--- src/rtl/sprite_line_writer_pkg.sv ---
// Shared video constants for the sprite line writer: attribute layout,
// sprite geometry and the FSM state encoding.
package sprite_line_writer_pkg;

  typedef enum logic [2:0] {
    S_IDLE,
    S_ATTR,
    S_CHECK,
    S_FETCH,
    S_WRITE,
    S_NEXT
  } slw_state_e;

  // byte offsets within one 4-byte attribute entry
  localparam int ATTR_CODE_LO = 0;
  localparam int ATTR_FLAGS   = 1;
  localparam int ATTR_XLO     = 2;
  localparam int ATTR_Y       = 3;

  // bit positions inside the flags byte
  localparam int FLG_CODE8 = 0;
  localparam int FLG_FLIPX = 4;
  localparam int FLG_FLIPY = 5;
  localparam int FLG_X8    = 7;

  localparam int          SPR_SIZE   = 16;
  localparam logic [3:0]  PIX_TRANSP = 4'h0;

  function automatic logic [7:0] line_offset(input logic [7:0] vpos,
                                             input logic [7:0] y);
    return vpos - y;
  endfunction

  function automatic logic on_line(input logic [7:0] r);
    return 32'(r) < SPR_SIZE;
  endfunction

endpackage

--- src/rtl/sprite_line_writer_pix_shift.sv ---
// 8 x 4-bit pixel shifter; the first pixel of a freshly loaded word is
// presented in the load cycle itself so WRITE needs no extra latency.
module sprite_pix_shift (
  input  logic        clv,
  input  logic        RESET,
  input  logic        en,
  input  logic        load,
  input  logic        flip,
  input  logic [31:0] din,
  output logic [3:0]  pix
);

  logic [31:0] sreg;
  logic [31:0] src;

  assign src = load ? din : sreg;
  // flip emits pixel 7 first by draining from the low end
  assign pix = flip ? src[3:0] : src[31:28];

  always_ff @(posedge clv) begin
    if (RESET) begin
      sreg <= '0;
    end else if (en) begin
      sreg <= flip ? (src >> 4) : (src << 4);
    end
  end

endmodule

--- src/rtl/sprite_line_writer.sv ---
// Scans NSPR sprite attribute entries for one scanline and writes the
// visible pixels of every on-line sprite into the selected line buffer bank.
module sprite_line_writer
  import sprite_line_writer_pkg::*;
#(
  parameter int         NSPR  = 48,
  parameter logic [7:0] SBASE = 8'h00
) (
  input  logic        clv,
  input  logic        RESET,
  input  logic        LSTART,
  input  logic [7:0]  VPOS,
  input  logic        LBANK,
  output logic [7:0]  SAD,
  input  logic [7:0]  SDT,
  output logic [13:0] GAD,
  input  logic [31:0] GDT,
  output logic        WEN,
  output logic [9:0]  WAD,
  output logic [3:0]  WDT,
  output logic        BUSY,
  output logic        DONE
);

  // state   | meaning
  // IDLE    | waiting for LSTART
  // ATTR    | four attribute reads, bytes captured one cycle later
  // CHECK   | y byte arrives; decide on-line and latch row
  // FETCH   | GAD driven for one pattern half
  // WRITE   | 8 pixels emitted, one per clock
  // NEXT    | advance sprite index or finish the line

  localparam int IW = (NSPR > 1) ? $clog2(NSPR) : 1;

  slw_state_e state, state_n;

  logic [IW-1:0] idx;
  logic [1:0]    bcnt;
  logic [2:0]    pcnt;
  logic          seg;
  logic [7:0]    vpos_r;
  logic          bank_r;
  logic [7:0]    code_lo;
  logic          code8;
  logic          flipx;
  logic          flipy;
  logic          x8;
  logic [7:0]    xlo;
  logic [3:0]    row;
  logic          done_r;

  logic [7:0]    r_off;
  logic          hit;
  logic          last;
  logic          half;
  logic [8:0]    xpos;
  logic [3:0]    pix;
  logic          sh_load;
  logic          sh_en;

  assign r_off   = line_offset(vpos_r, SDT);
  assign hit     = on_line(r_off);
  assign last    = (idx == IW'(NSPR - 1));
  // second fetch always lands at screen offset 8, whichever half it is
  assign half    = seg ^ flipx;
  assign xpos    = {x8, xlo} + {5'd0, seg, pcnt};
  assign sh_en   = (state == S_WRITE);
  assign sh_load = (state == S_WRITE) && (pcnt == 3'd0);

  sprite_pix_shift u_shift (
    .clv   (clv),
    .RESET (RESET),
    .en    (sh_en),
    .load  (sh_load),
    .flip  (flipx),
    .din   (GDT),
    .pix   (pix)
  );

  always_ff @(posedge clv) begin
    if (RESET) begin
      state <= S_IDLE;
    end else begin
      state <= state_n;
    end
  end

  always_comb begin
    state_n = state;
    SAD     = SBASE + 8'({idx, 2'b00}) + 8'(bcnt);
    GAD     = '0;
    WEN     = 1'b0;
    WDT     = 4'h0;
    WAD     = {bank_r, 9'd0};
    BUSY    = (state != S_IDLE);
    DONE    = done_r;

    case (state)
      S_IDLE: begin
        state_n = S_IDLE;
      end
      S_ATTR: begin
        if (bcnt == 2'(ATTR_Y)) state_n = S_CHECK;
      end
      S_CHECK: begin
        state_n = hit ? S_FETCH : S_NEXT;
      end
      S_FETCH: begin
        GAD     = {code8, code_lo, row, half};
        state_n = S_WRITE;
      end
      S_WRITE: begin
        WEN = (pix != PIX_TRANSP);
        WDT = pix;
        WAD = {bank_r, xpos};
        if (pcnt == 3'd7) state_n = seg ? S_NEXT : S_FETCH;
      end
      S_NEXT: begin
        state_n = last ? S_IDLE : S_ATTR;
      end
      default: begin
        state_n = S_IDLE;
      end
    endcase

    if (LSTART) state_n = S_ATTR;
  end

  always_ff @(posedge clv) begin
    if (RESET) begin
      idx     <= '0;
      bcnt    <= '0;
      pcnt    <= '0;
      seg     <= 1'b0;
      vpos_r  <= '0;
      bank_r  <= 1'b0;
      code_lo <= '0;
      code8   <= 1'b0;
      flipx   <= 1'b0;
      flipy   <= 1'b0;
      x8      <= 1'b0;
      xlo     <= '0;
      row     <= '0;
      done_r  <= 1'b0;
    end else if (LSTART) begin
      // also the abort path: relatch and restart at sprite 0
      vpos_r <= VPOS;
      bank_r <= LBANK;
      idx    <= '0;
      bcnt   <= '0;
      pcnt   <= '0;
      seg    <= 1'b0;
      done_r <= 1'b0;
    end else begin
      done_r <= (state == S_NEXT) && last;
      case (state)
        S_ATTR: begin
          bcnt <= bcnt + 2'd1;
          if (bcnt == 2'(ATTR_CODE_LO + 1)) code_lo <= SDT;
          if (bcnt == 2'(ATTR_FLAGS + 1)) begin
            code8 <= SDT[FLG_CODE8];
            flipx <= SDT[FLG_FLIPX];
            flipy <= SDT[FLG_FLIPY];
            x8    <= SDT[FLG_X8];
          end
          if (bcnt == 2'(ATTR_XLO + 1)) xlo <= SDT;
        end
        S_CHECK: begin
          row  <= flipy ? ~r_off[3:0] : r_off[3:0];
          seg  <= 1'b0;
          pcnt <= '0;
          bcnt <= '0;
        end
        S_WRITE: begin
          pcnt <= pcnt + 3'd1;
          if (pcnt == 3'd7) seg <= ~seg;
        end
        S_NEXT: begin
          idx  <= last ? '0 : idx + IW'(1);
          bcnt <= '0;
        end
        default: begin
        end
      endcase
    end
  end

endmodule
--- config.mk ---
export PLATFORM = sky130hd
export DESIGN_NAME = sprite_line_writer
export DESIGN_NICKNAME = d
export VERILOG_FILES = /design/src/rtl/sprite_line_writer_pkg.sv /design/src/rtl/sprite_line_writer_pix_shift.sv /design/src/rtl/sprite_line_writer.sv
export SDC_FILE = /design/constraint.sdc
export NUM_CORES = 1
export LEC_CHECK = 0
export ABC_AREA = 1
export BUFFER_PORTS_ARGS = -buffer_cell sky130_fd_sc_hd__clkbuf_2
export CORE_MARGIN = 2
export CORE_UTILIZATION = 30
export CTS_CLUSTER_DIAMETER = 100
export DETAILED_ROUTE_END_ITERATION = 8
export GPL_ROUTABILITY_DRIVEN = 0
export HOLD_SLACK_MARGIN = 0.15
export SETUP_SLACK_MARGIN = 0.5
export SLEW_MARGIN = 20
export SYNTH_ARGS = -nofsm -noshare
export SYNTH_HDL_FRONTEND = slang
export SYNTH_SLANG_ARGS = --single-unit
--- constraint.sdc ---
create_clock -name clv -period 3.1 [get_ports clv]
set_input_delay 0.31 -clock clv [delete_from_list [all_inputs] [get_ports clv]]
set_output_delay 0.31 -clock clv [all_outputs]
set_load 0.01 [all_outputs]
# Word-level counts from Yosys, hierarchy flattened
# Index checks and enable logic that the tools add are counted.
[word_totals]
reg_bits = 81
inputBits = 52
word_cells = 78
output_inout_bits = 39
[op_classes]
eq_ne = 14
mux = 20
n_lt_le_gt_ge = 1
reduce_logical = 16
addsub = 6
bitwise_logic = 4
[ops]
columns = ["operator", "count"]
rows = [
  ["32-bit two-way mux", 2],
  ["3-bit case mux with 5 select lines", 1],
  ["14-bit two-way mux", 1],
  ["3-bit two-way mux", 4],
  ["4-bit two-way mux", 3],
  ["9-bit by 4-bit adder with 9-bit output", 1],
  ["3-bit equality test (second input constant)", 3],
  ["9-bit two-way mux", 1],
  ["3-bit AND reduction", 3],
  ["8-bit by 2-bit adder with 8-bit output", 1],
  ["8-bit by 5-bit < comparator with 1-bit output (second input constant)", 1],
  ["2-bit AND reduction", 4],
  ["8-bit subtractor", 1],
  ["6-bit by 1-bit adder with 6-bit output (second input constant)", 1],
  ["3-bit by 2-bit equality test with 1-bit output (second input constant)", 2],
  ["6-bit equality test (second input constant)", 1],
  ["6-bit two-way mux", 1],
  ["3-bit case mux with 2 select lines", 1],
  ["2-bit equality test (second input constant)", 2],
  ["1-bit two-way mux", 4],
  ["4-bit NOT", 1],
  ["2-bit case mux with 2 select lines", 1],
  ["2-bit nonzero test", 2],
  ["4-bit nonzero test", 1],
  ["15 further kinds", 18],
]

# Logic depth before layout (Yosys ltp)
# Gate-level depths: netlist of the first run.
[depth]
ltp_word = 6
mapped_depth = 15
depth_no_buf = 15

# Hierarchy
# From an unflattened synthesis of the first run, not the netlist that was laid out.
[unflattened]
hier_cells = 729
hier_area_um2 = 4704.5
[by_module_without_submodules]
columns = ["module", "seq_area_each_um2", "cells_each", "instances", "area_each_um2"]
rows = [
  ["sprite_line_writer", 980.9, 401, 1, 2819.0],
  ["sprite_pix_shift", 640.6, 328, 1, 1885.6],
]

# Worst setup path after synthesis of the first run
# No wires, ideal clock.
[synth_path]
path_type = "reg-to-output"
start = "register pcnt[0]"
end = "output WAD[8]"
setup_slack_ps = 1219
path_buffers = 0
t_required_ps = 2790
path_stages_with_launch = 10
t_arrival_ps = 1571
path_cell_list = "dfxtp_1 > ha_1 > fa_1 > nand3_1 > nand2_1 > nand2_1 > nor2_1 > nand2_1 > nor3b_1 > nor3_1"
[synth_via]
elab_chain_len = 2
[synth_rtl]
columns = ["element", "line_no", "source"]
rows = [
  ["start: declaration", "sprite_line_writer.sv:39", "logic [2:0] pcnt;"],
  ["start signal: assignment", "sprite_line_writer.sv:175", "pcnt <= pcnt + 3'd1;"],
  ["9-bit by 4-bit adder with 9-bit output", "sprite_line_writer.sv:66", "assign xpos = {x8, xlo} + {5'd0, seg, pcnt};"],
  ["9-bit two-way mux", "sprite_line_writer.sv:98", "case (state)"],
  ["end: declaration", "sprite_line_writer.sv:19", "output logic [9:0] WAD,"],
]
# Every way passes these cells.

# Final worst setup path of the first run
[layout_path]
start = "register pcnt[2]"
end = "output WAD[7]"
# The elaborated chain is that of the path after synthesis.

==> impl_results.md, run 1 <==
- Placed cell area: 5150 um^2
- Clock Skews: 6.22 ps
- Post-detail-place hpwl: 8810 um
- Final setup viols: 0
- R2r worst-path depth: 7
- Worst-path fanout max: 6
- Pleak: 2.68 nW
- Slowest-stage cell, CP: dfxtp_1
- CP Capture Type: primary output
- Sequential area share after synthesis: 35.7%
- Ranking of synthesized cells by area: dfxtp_1, inv_1, nand2_1
- Die area: 16100 um^2
- Critical Path, Cell by Cell: ha_1, a21oi_1, nand2_1, nand2_1, a21oi_1, nand2_1, inv_1, nand2_1, o21ai_0, a21oi_1, clkbuf_2
- Worst R2R Setup Slack: 860 ps
- Fraction of the mapped netlist area in simple logic gates: 21.2%
- Worst r2r dst: state[0]$_SDFFE_PP0P_
- Final min period: 2460 ps
- Cell taking the most area after synthesis: dfxtp_1
- Die H: 127 um
- Yosys warnings: 0
- Hold crit path type: input pin to register
- Nets: 844
- CP peak stage delay: 480 ps
- Post-synthesis mux area share: 0%
- All-Layer GR Usage: 15.5%
- Worst VDD drop: 259 uV
- RSZ-0062 raised after global routing: true
- Final Cell Area: 5500 um^2
- Antenna violations before repair: 0
- Maxcap violations: 0
- Antenna cell count: 0
- Pre-CTS setup slack: 751 ps
- #FFs+latches synth: 81
- Max Slew Vio Count: 0
- CP Launch Type: register
- Starting Density: 31.0%
- Hold-fix buffers, CTS: 0
- Vias: 4461
- Post-synth top area share: 35.7%
- Leading cell types in the layout, fill and taps excluded: inv_1, nand2_1, clkbuf_2, nor2_1, dfxtp_1
- Drt first pass iters: 5
- Hold endpoint: vpos_r[4]$_SDFFE_PP0P_
- CTS tree: yes
- Post-synth cell types: 33
- Cell Area, Synth: 4540 um^2
- Critical path required time: 2790 ps
- Crit-path most repeated cell: nand2_1
- CP Class: register to primary output
- Worst path bufs/invs: 2
- Die width: 127 um
- Combinational family with the most area after synthesis: simple AND/OR/NAND/NOR gates
- Final Hold Fails: 0
- Final ANT Viol Nets: 0
- CP top delay family: compound AO/OA/AOI/OAI gates
- Drt total wl: 12400 um
- Layout cells sized above 1: 16.6%
- Clock Latency Late Sink: 350 ps
- Synth Area in Compound Gates: 20.7%
- Synth Instances: 687
- Setup Total Neg Slack: 0 ps
- Vias/cell: 4.65
- First-pass GRT wire length: 19800 um
- GR Overflow Total: 0
- Vias in the first global route: 4108
- IO Port Bufs: 90
- Average cell area after synthesis: 6.61 um^2
- Worst setup margin: 638 ps
- Status: completed
- Fmax: 406 MHz
- Mean routed wirelength per cell: 12.9 um
- Largest net degree at the start of global routing: 48
- Total Power: 2.31 mW
- Post-Synth XOR/XNOR Area: 1.74%
- Core ar.: 14600 um^2
- RR Startpoint: state[2]$_SDFFE_PP0P_
- Clk sinks: 81
- Cell row count: 44
- WHS Path Cells: 3
- Worst Tran Pin Value: 678 ps
- Drt drc: 0
- P per Cell Area: 421 nW/um^2
- Htree depth: 3
- CTS Buf Count: 9
- Final Cycle Share: 79.4%
- Longest Clk Path Bufs: 2
- Hold path startpoint: VPOS[4]
- Syn nets: 760
- Commonest non-fill, non-tap cell in the layout: inv_1
- Area growth from synthesis to layout: 21.2%
- I/O pins: 91
- Synth Area in Adders: 6.12%
- CP Data Arrival Time: 2150 ps
- Rel. slew slack: 54.6%
- Initial detailed-routing violation count: 305
- Worst-path clk slew: 70 ps
- Hold WS: 178 ps
- CTS root buf: clkbuf_16
-- layout make-up --
cell class	instances	area [um^2]
Fill cell	1639	9140
Clock buffer	9	225
Inverter	142	537
Timing Repair inverter	1	5.00
Sequential cell	81	1620
Clock inverter	7	58.8
Timing Repair Buffer	99	518
Tap cell	184	230
Multi-Input combinational cell	437	2310
-- timing repair --
action,4_1_cts,5_1_grt
setup buffers,0,2
setup endpoints to repair,4,5
pin swaps,1,1
cloned,2,1
gates resized for setup,1,6
-- power breakdown --
group | switching (mW) | total (mW) | internal [mW]
Sequential | 0.0101 | 1.06 | 1.05
Combinational | 0.128 | 0.207 | 0.0796
Clock | 0.486 | 1.04 | 0.557
-- logic make-up (layout without fill, tap and decap cells) --
family,after synthesis,in the layout
simple gates,232,234
buf+inv,171,258
fa+ha+maj,21,21
xor+xnor,9,9
flops,81,81
compound gates,173,173
-- cells in the mapped netlist (all sizes together) --
cell type / count
a211oi: 2
a21oi: 41
a31oi: 2
buf: 7
clkbuf: 22
clkinv: 2
dfxtp: 81
fa: 2
ha: 19
inv: 140
nand2: 113
nand3: 19
nand3b: 1
nand4: 2
nor2: 86
nor3: 9
nor3b: 2
o211ai: 1
o21a: 2
o21ai: 91
o21bai: 1
o221ai: 7
o22ai: 26
xnor2: 4
xor2: 5
-- worst min-delay path, stage by stage --
cell      delay, ps
clkbuf_2         70
nor2_1           30
nor2_1           80
-- state kept, by name (all words and copies together) (netlist names) --
signal	cells
DONE	1
bank_r	1
bcnt	2
code8	1
code_lo	8
flipx	1
flipy	1
idx	6
pcnt	3
row	4
seg	1
state	3
u_shift.sreg	32
vpos_r	8
x8	1
xlo	8
-- how the worst max path moves through the flow --
| stage | from | end | slack, ps | cells after the start |
|---|---|---|---|---|
| 2_1_floorplan | pcnt[0]$_SDFFE_PP0P_ | WAD[8] | 1220 | 9 |
| 3_3_place_gp | pcnt[1]$_SDFFE_PP0P_ | WEN | 810 | 10 |
| 3_5_place_dp | pcnt[0]$_SDFFE_PP0P_ | WEN | 750 | 10 |
| 4_1_cts | pcnt[0]$_SDFFE_PP0P_ | WEN | 510 | 10 |
| 5_1_grt | pcnt[2]$_SDFFE_PP0P_ | WAD[7] | 480 | 11 |
| 6_report | pcnt[2]$_SDFFE_PP0P_ | WAD[7] | 640 | 11 |
-- per-layer routing --
| metal | track usage [%] | share of wire [%] | routed length [um] | vias up |
|---|---|---|---|---|
| met5 | 0 | 0 | 0 | - |
| met4 | 5.17 | 1.5 | 186 | 0 |
| met3 | 3.60 | 5.2 | 640 | 15 |
| met2 | 24.4 | 45 | 5530 | 112 |
| met1 | 20.8 | 49 | 6020 | 1972 |
| li1 | - | - | - | 2362 |
-- stage by stage --
step	utilization, %	std cells
2_1_floorplan	-	687
3_3_place_gp	35.2	939
3_5_place_dp	35.2	939
4_1_cts	37.2	957
5_1_grt	37.6	960
6_report	37.6	960
Power figures use the tool's default switching activity.
==> run 2, diff against run 1 <==
- clock period: 3.1 -> 2.5 ns (I/O delays scaled with it)
==> impl_results.md, run 2 (synthesis results as in run 1) <==
- Initial detailed-routing violation count: 408
- Hold path startpoint: VPOS[0]
- Worst R2R Setup Slack: 580 ps
- Worst-path clk slew: 70 ps
- Die width: 127 um
- Pre-CTS setup slack: 410 ps
- Biggest register: u_shift.sreg
- Antenna cell count: 0
- Worst r2r dst: seg$_SDFFE_PP0P_
- Vias: 4768
- Final min period: 2240 ps
- Vias in the first global route: 4281
- Clk sinks: 81
- Antenna violations before repair: 0
- Clock Skews: 4.57 ps
- Vias/cell: 4.76
- CTS root buf: clkbuf_16
- Final Hold Fails: 0
- Gate power share: 9.9%
- Final Cycle Share: 89.6%
- Worst VDD drop: 267 uV
- Hold endpoint: vpos_r[0]$_SDFFE_PP0P_
- GR Overflow Total: 0
- Status: completed
- CTS tree: yes
- IO Port Bufs: 90
- Nets: 885
- Drt total wl: 13400 um
- Clock share of power: 45.9%
- RR Startpoint: state[1]$_SDFFE_PP0P_
- RSZ-0062 raised after global routing: true
- I/O pins: 91
- Layout cells sized above 1: 26.6%
- Sequential Power Share: 44.2%
- Rel. slew slack: 63.8%
- Setup Total Neg Slack: 0 ps
- Sw Share: 26.0%
- CP Data Arrival Time: 1990 ps
- Worst Tran Pin Value: 541 ps
- All-Layer GR Usage: 16.5%
- Longest Clk Path Bufs: 2
- Psw: 0.775 mW
- R2r worst-path depth: 13
- Area growth from synthesis to layout: 37.3%
- Commonest non-fill, non-tap cell in the layout: inv_1
- Critical path required time: 2250 ps
- First-pass GRT wire length: 21200 um
- CP Launch Type: register
- Worst setup margin: 259 ps
- Worst-path fanout max: 6
- Largest register FFs: 32
- Hold WS: 191 ps
- Clock Latency Late Sink: 350 ps
- Final ANT Viol Nets: 0
- Die area: 16100 um^2
- Final setup viols: 0
- Core ar.: 14600 um^2
- Max Slew Vio Count: 0
- Hold crit path type: input pin to register
- Cell row count: 44
- Internal: 2.21 mW
- Starting Density: 31.0%
- Post-detail-place hpwl: 8960 um
- CTS Buf Count: 9
- WHS Path Cells: 3
- Leading cell types in the layout, fill and taps excluded: inv_1, nand2_1, nor2_1, clkbuf_2, dfxtp_1
- CP Class: register to primary output
- CP Capture Type: primary output
- P per Cell Area: 478 nW/um^2
- Mean routed wirelength per cell: 13.4 um
- Htree depth: 3
- Fmax: 446 MHz
- Drt drc: 0
- Maxcap violations: 0
- Drt first pass iters: 5
- Largest net degree at the start of global routing: 38
- Pleak: 2.96 nW
- Die H: 127 um
-- run 2: cell types whose count changed in the layout (fill, tap and decap cells not counted), moves of 10 or more --
cell	previous run	this run
o21ai_0	72	57
nand2_1	112	102
o21ai_2	0	14
buf_4	9	27
-- run 2: through the flow --
step                area, um^2  cells  utilization [%]  power, mW
floorplan                 4540    687                -       1.51
global placement          5190    943             35.5       1.61
detailed placement        5190    943             35.5       1.61
CTS                       5930    986             40.5       3.01
global route              6240   1001             42.6       3.12
finish                    6240   1001             42.6       2.98
-- run 2: what timing repair did --
item,4_1_cts,5_1_grt
cloned,4,1
hold buffers,8,0
gates resized for setup,45,67
buffers inserted,15,14
setup endpoints to repair,15,34
pin swaps,7,17
endpoints found under the hold margin,8,0
-- run 2: power by group through the flow --
stage	Clock, mW	Sequential [mW]	Combinational, mW
6_report	1.37	1.32	0.294
5_1_grt	1.47	1.32	0.333
4_1_cts	1.42	1.32	0.279
3_5_place_dp	0	1.35	0.259
3_3_place_gp	0	1.35	0.260
2_1_floorplan	0	1.35	0.163
-- run 2: final cells by class --
class                           instances  area, um^2
Clock inverter                          7        78.8
Sequential cell                        81        1640
Multi-Input combinational cell        438        2540
Fill cell                            1514        8410
Clock buffer                            9         225
Inverter                              142         537
Timing Repair Buffer                  140         982
Tap cell                              184         230
-- run 2: worst max-delay path by stage --
stage                     slack, ps             startpoint  endpoint
after floorplan                 680   pcnt[0]$_SDFFE_PP0P_    WAD[8]
after global placement          450  state[1]$_SDFFE_PP0P_       WEN
after detailed placement        410  state[1]$_SDFFE_PP0P_       WEN
after CTS                       280    xlo[0]$_SDFFE_PP0P_    WAD[8]
after global routing            140  state[1]$_SDFFE_PP0P_       WEN
final                           260  state[1]$_SDFFE_PP0P_       WEN
-- run 2: worst max-delay path, cell delays in order (launching register included) --
cell and delay [ps]:
dfxtp_2 330, inv_2 70, nand2_4 70, nor2_8 180, nand3b_4 190, o21ai_2 180
nand2_1 80, nand2_1 90, nand2_1 70, nor3_2 180, nor2_1 60, clkbuf_2 130
-- run 2: layer usage --
layer | routed length (um) | vias to the layer above | track usage [%] | share of wire [%]
li1 | - | 2448 | - | -
met1 | 6210 | 2173 | 22.4 | 46
met2 | 6250 | 133 | 26.0 | 47
met3 | 788 | 14 | 4.36 | 5.9
met4 | 149 | 0 | 4.46 | 1.1
met5 | 0 | - | 0 | 0
==> run 3, diff against run 2 <==
- clock period: 2.5 -> 2.3 ns (I/O delays scaled with it)
==> impl_results.md, run 3 (synthesis results as in run 1) <==
- Status: completed
- Final setup viols: 0
- Worst-path fanout max: 3
- Rel. slew slack: 72.5%
- Final ANT Viol Nets: 0
- Post-detail-place hpwl: 8850 um
- Vias in the first global route: 4340
- Vias/cell: 4.82
- Largest net degree at the start of global routing: 33
- RR Startpoint: state[1]$_SDFFE_PP0P_
- Post-route core utilization: 45.9%
- Final min period: 2260 ps
- Worst r2r dst: state[2]$_SDFFE_PP0P_
- IO Port Bufs: 90
- Cell row count: 44
- CTS tree: yes
- Hold endpoint: xlo[3]$_SDFFE_PP0P_
- Fillers: 1444
- Fmax: 442 MHz
- Hold WS: 175 ps
- Setup crit start: pcnt[1]$_SDFFE_PP0P_
- Clk sinks: 81
- Initial detailed-routing violation count: 541
- Drt total wl: 14400 um
- Drt first pass iters: 5
- Longest Clk Path Bufs: 2
- Critical path required time: 2070 ps
- Antenna cell count: 0
- P per Cell Area: 472 nW/um^2
- Die area: 16100 um^2
- Worst Tran Pin Value: 412 ps
- Total Power: 3.18 mW
- CTS Buf Count: 9
- Final Hold Fails: 0
- I/O pins: 91
- Max Slew Vio Count: 0
- Worst-path clk slew: 70 ps
- Area growth from synthesis to layout: 48.0%
- All-Layer GR Usage: 16.5%
- Leading cell types in the layout, fill and taps excluded: inv_1, nand2_1, nor2_1, dfxtp_1, clkbuf_2
- R2r worst-path depth: 15
- Final Cycle Share: 98.4%
- Htree depth: 3
- CP Class: register to primary output
- Maxcap violations: 0
- RSZ-0062 raised after global routing: true
- Hold crit path type: input pin to register
- Mean routed wirelength per cell: 14.2 um
- Vias: 4914
- Die H: 127 um
- WHS Path Cells: 3
- Worst VDD drop: 397 uV
- CP Data Arrival Time: 2030 ps
- Drt drc: 0
- Largest register FFs: 32
- Antenna violations before repair: 0
- Nets: 904
- Core ar.: 14600 um^2
- CP Capture Type: primary output
- First-pass GRT wire length: 21400 um
- Commonest non-fill, non-tap cell in the layout: inv_1
- Worst R2R Setup Slack: 290 ps
- CTS root buf: clkbuf_16
- Clock Latency Late Sink: 350 ps
- Biggest register: u_shift.sreg
- Layout cells sized above 1: 32.9%
- Hold path startpoint: SDT[3]
- Clock Skews: 7.35 ps
- GR Overflow Total: 0
- Starting Density: 31.0%
- CP Launch Type: register
- Die width: 127 um
- Pleak: 3.10 nW
-- run 3: cell types whose count changed in the layout (fill, tap and decap cells not counted), moves of 6 or more --
| cell | delta |
|---|---|
| buf_6 | +13 |
| o21ai_0 | -13 |
| clkbuf_2 | -9 |
| nor2_1 | -8 |
| buf_4 | +7 |
| o21ai_4 | +7 |
| nand2_1 | -6 |
| o221ai_1 | -6 |
| o221ai_2 | +6 |
-- run 3: worst max-delay path by stage --
stage	to	slack (ps)	cells after the start
floorplan	WAD[6]	540	9
global placement	WEN	310	10
detailed placement	WEN	310	10
CTS	WAD[8]	70	10
global route	WAD[7]	-80	12
finish	WAD[5]	40	10
-- run 3: stage by stage --
| step | cell area (um^2) | setup TNS, ps | instances | setup WS [ps] |
|---|---|---|---|---|
| detailed placement | 5230 | 0 | 949 | 308 |
| global route | 6720 | -141 | 1020 | -80.3 |
| finish | 6720 | 0 | 1020 | 35.8 |
| CTS | 6010 | 0 | 996 | 73.3 |
| floorplan | 4550 | 0 | 687 | 535 |
| global placement | 5230 | 0 | 949 | 313 |
-- run 3: power by group --
group,internal (mW),switching (mW),leakage [nW]
clock,0.751,0.649,0.134
combinational,0.140,0.202,2.31
sequential,1.42,0.0140,0.660
-- run 3: cell type report --
class / instances / area, um^2 / area share (%)
multi-input cells: 437 / 2780 / 41.4
flip-flops and latches: 81 / 1640 / 24.4
repair buffers: 160 / 1250 / 18.5
inverters: 142 / 541 / 8.04
well taps: 184 / 230 / 3.43
clock buffers: 9 / 225 / 3.35
clock inverters: 7 / 58.8 / 0.875
-- run 3: critical path: stages (launching register included) --
cell and delay (ps):
dfxtp_2 330, buf_6 130, ha_4 250, nand3_2 90, nand2_2 100, nand2_2 60
a21oi_2 160, buf_4 120, nor2_1 30, nor3_1 230, clkbuf_2 180
-- run 3: repair_timing --
action,CTS,global route
setup endpoints to repair,24,63
endpoints found under the hold margin,8,0
buffers inserted,20,21
gates resized for setup,63,146
hold buffers,8,0
pin swaps,10,23
gates cloned,3,3
-- run 3: layer usage --
| layer | track usage [%] | wire [um] | part of all wire, % |
|---|---|---|---|
| met1 | 22.4 | 6390 | 44 |
| met2 | 26.4 | 6960 | 48 |
| met3 | 4.52 | 877 | 6.1 |
| met4 | 3.75 | 218 | 1.5 |
| met5 | 0 | 0 | 0 |
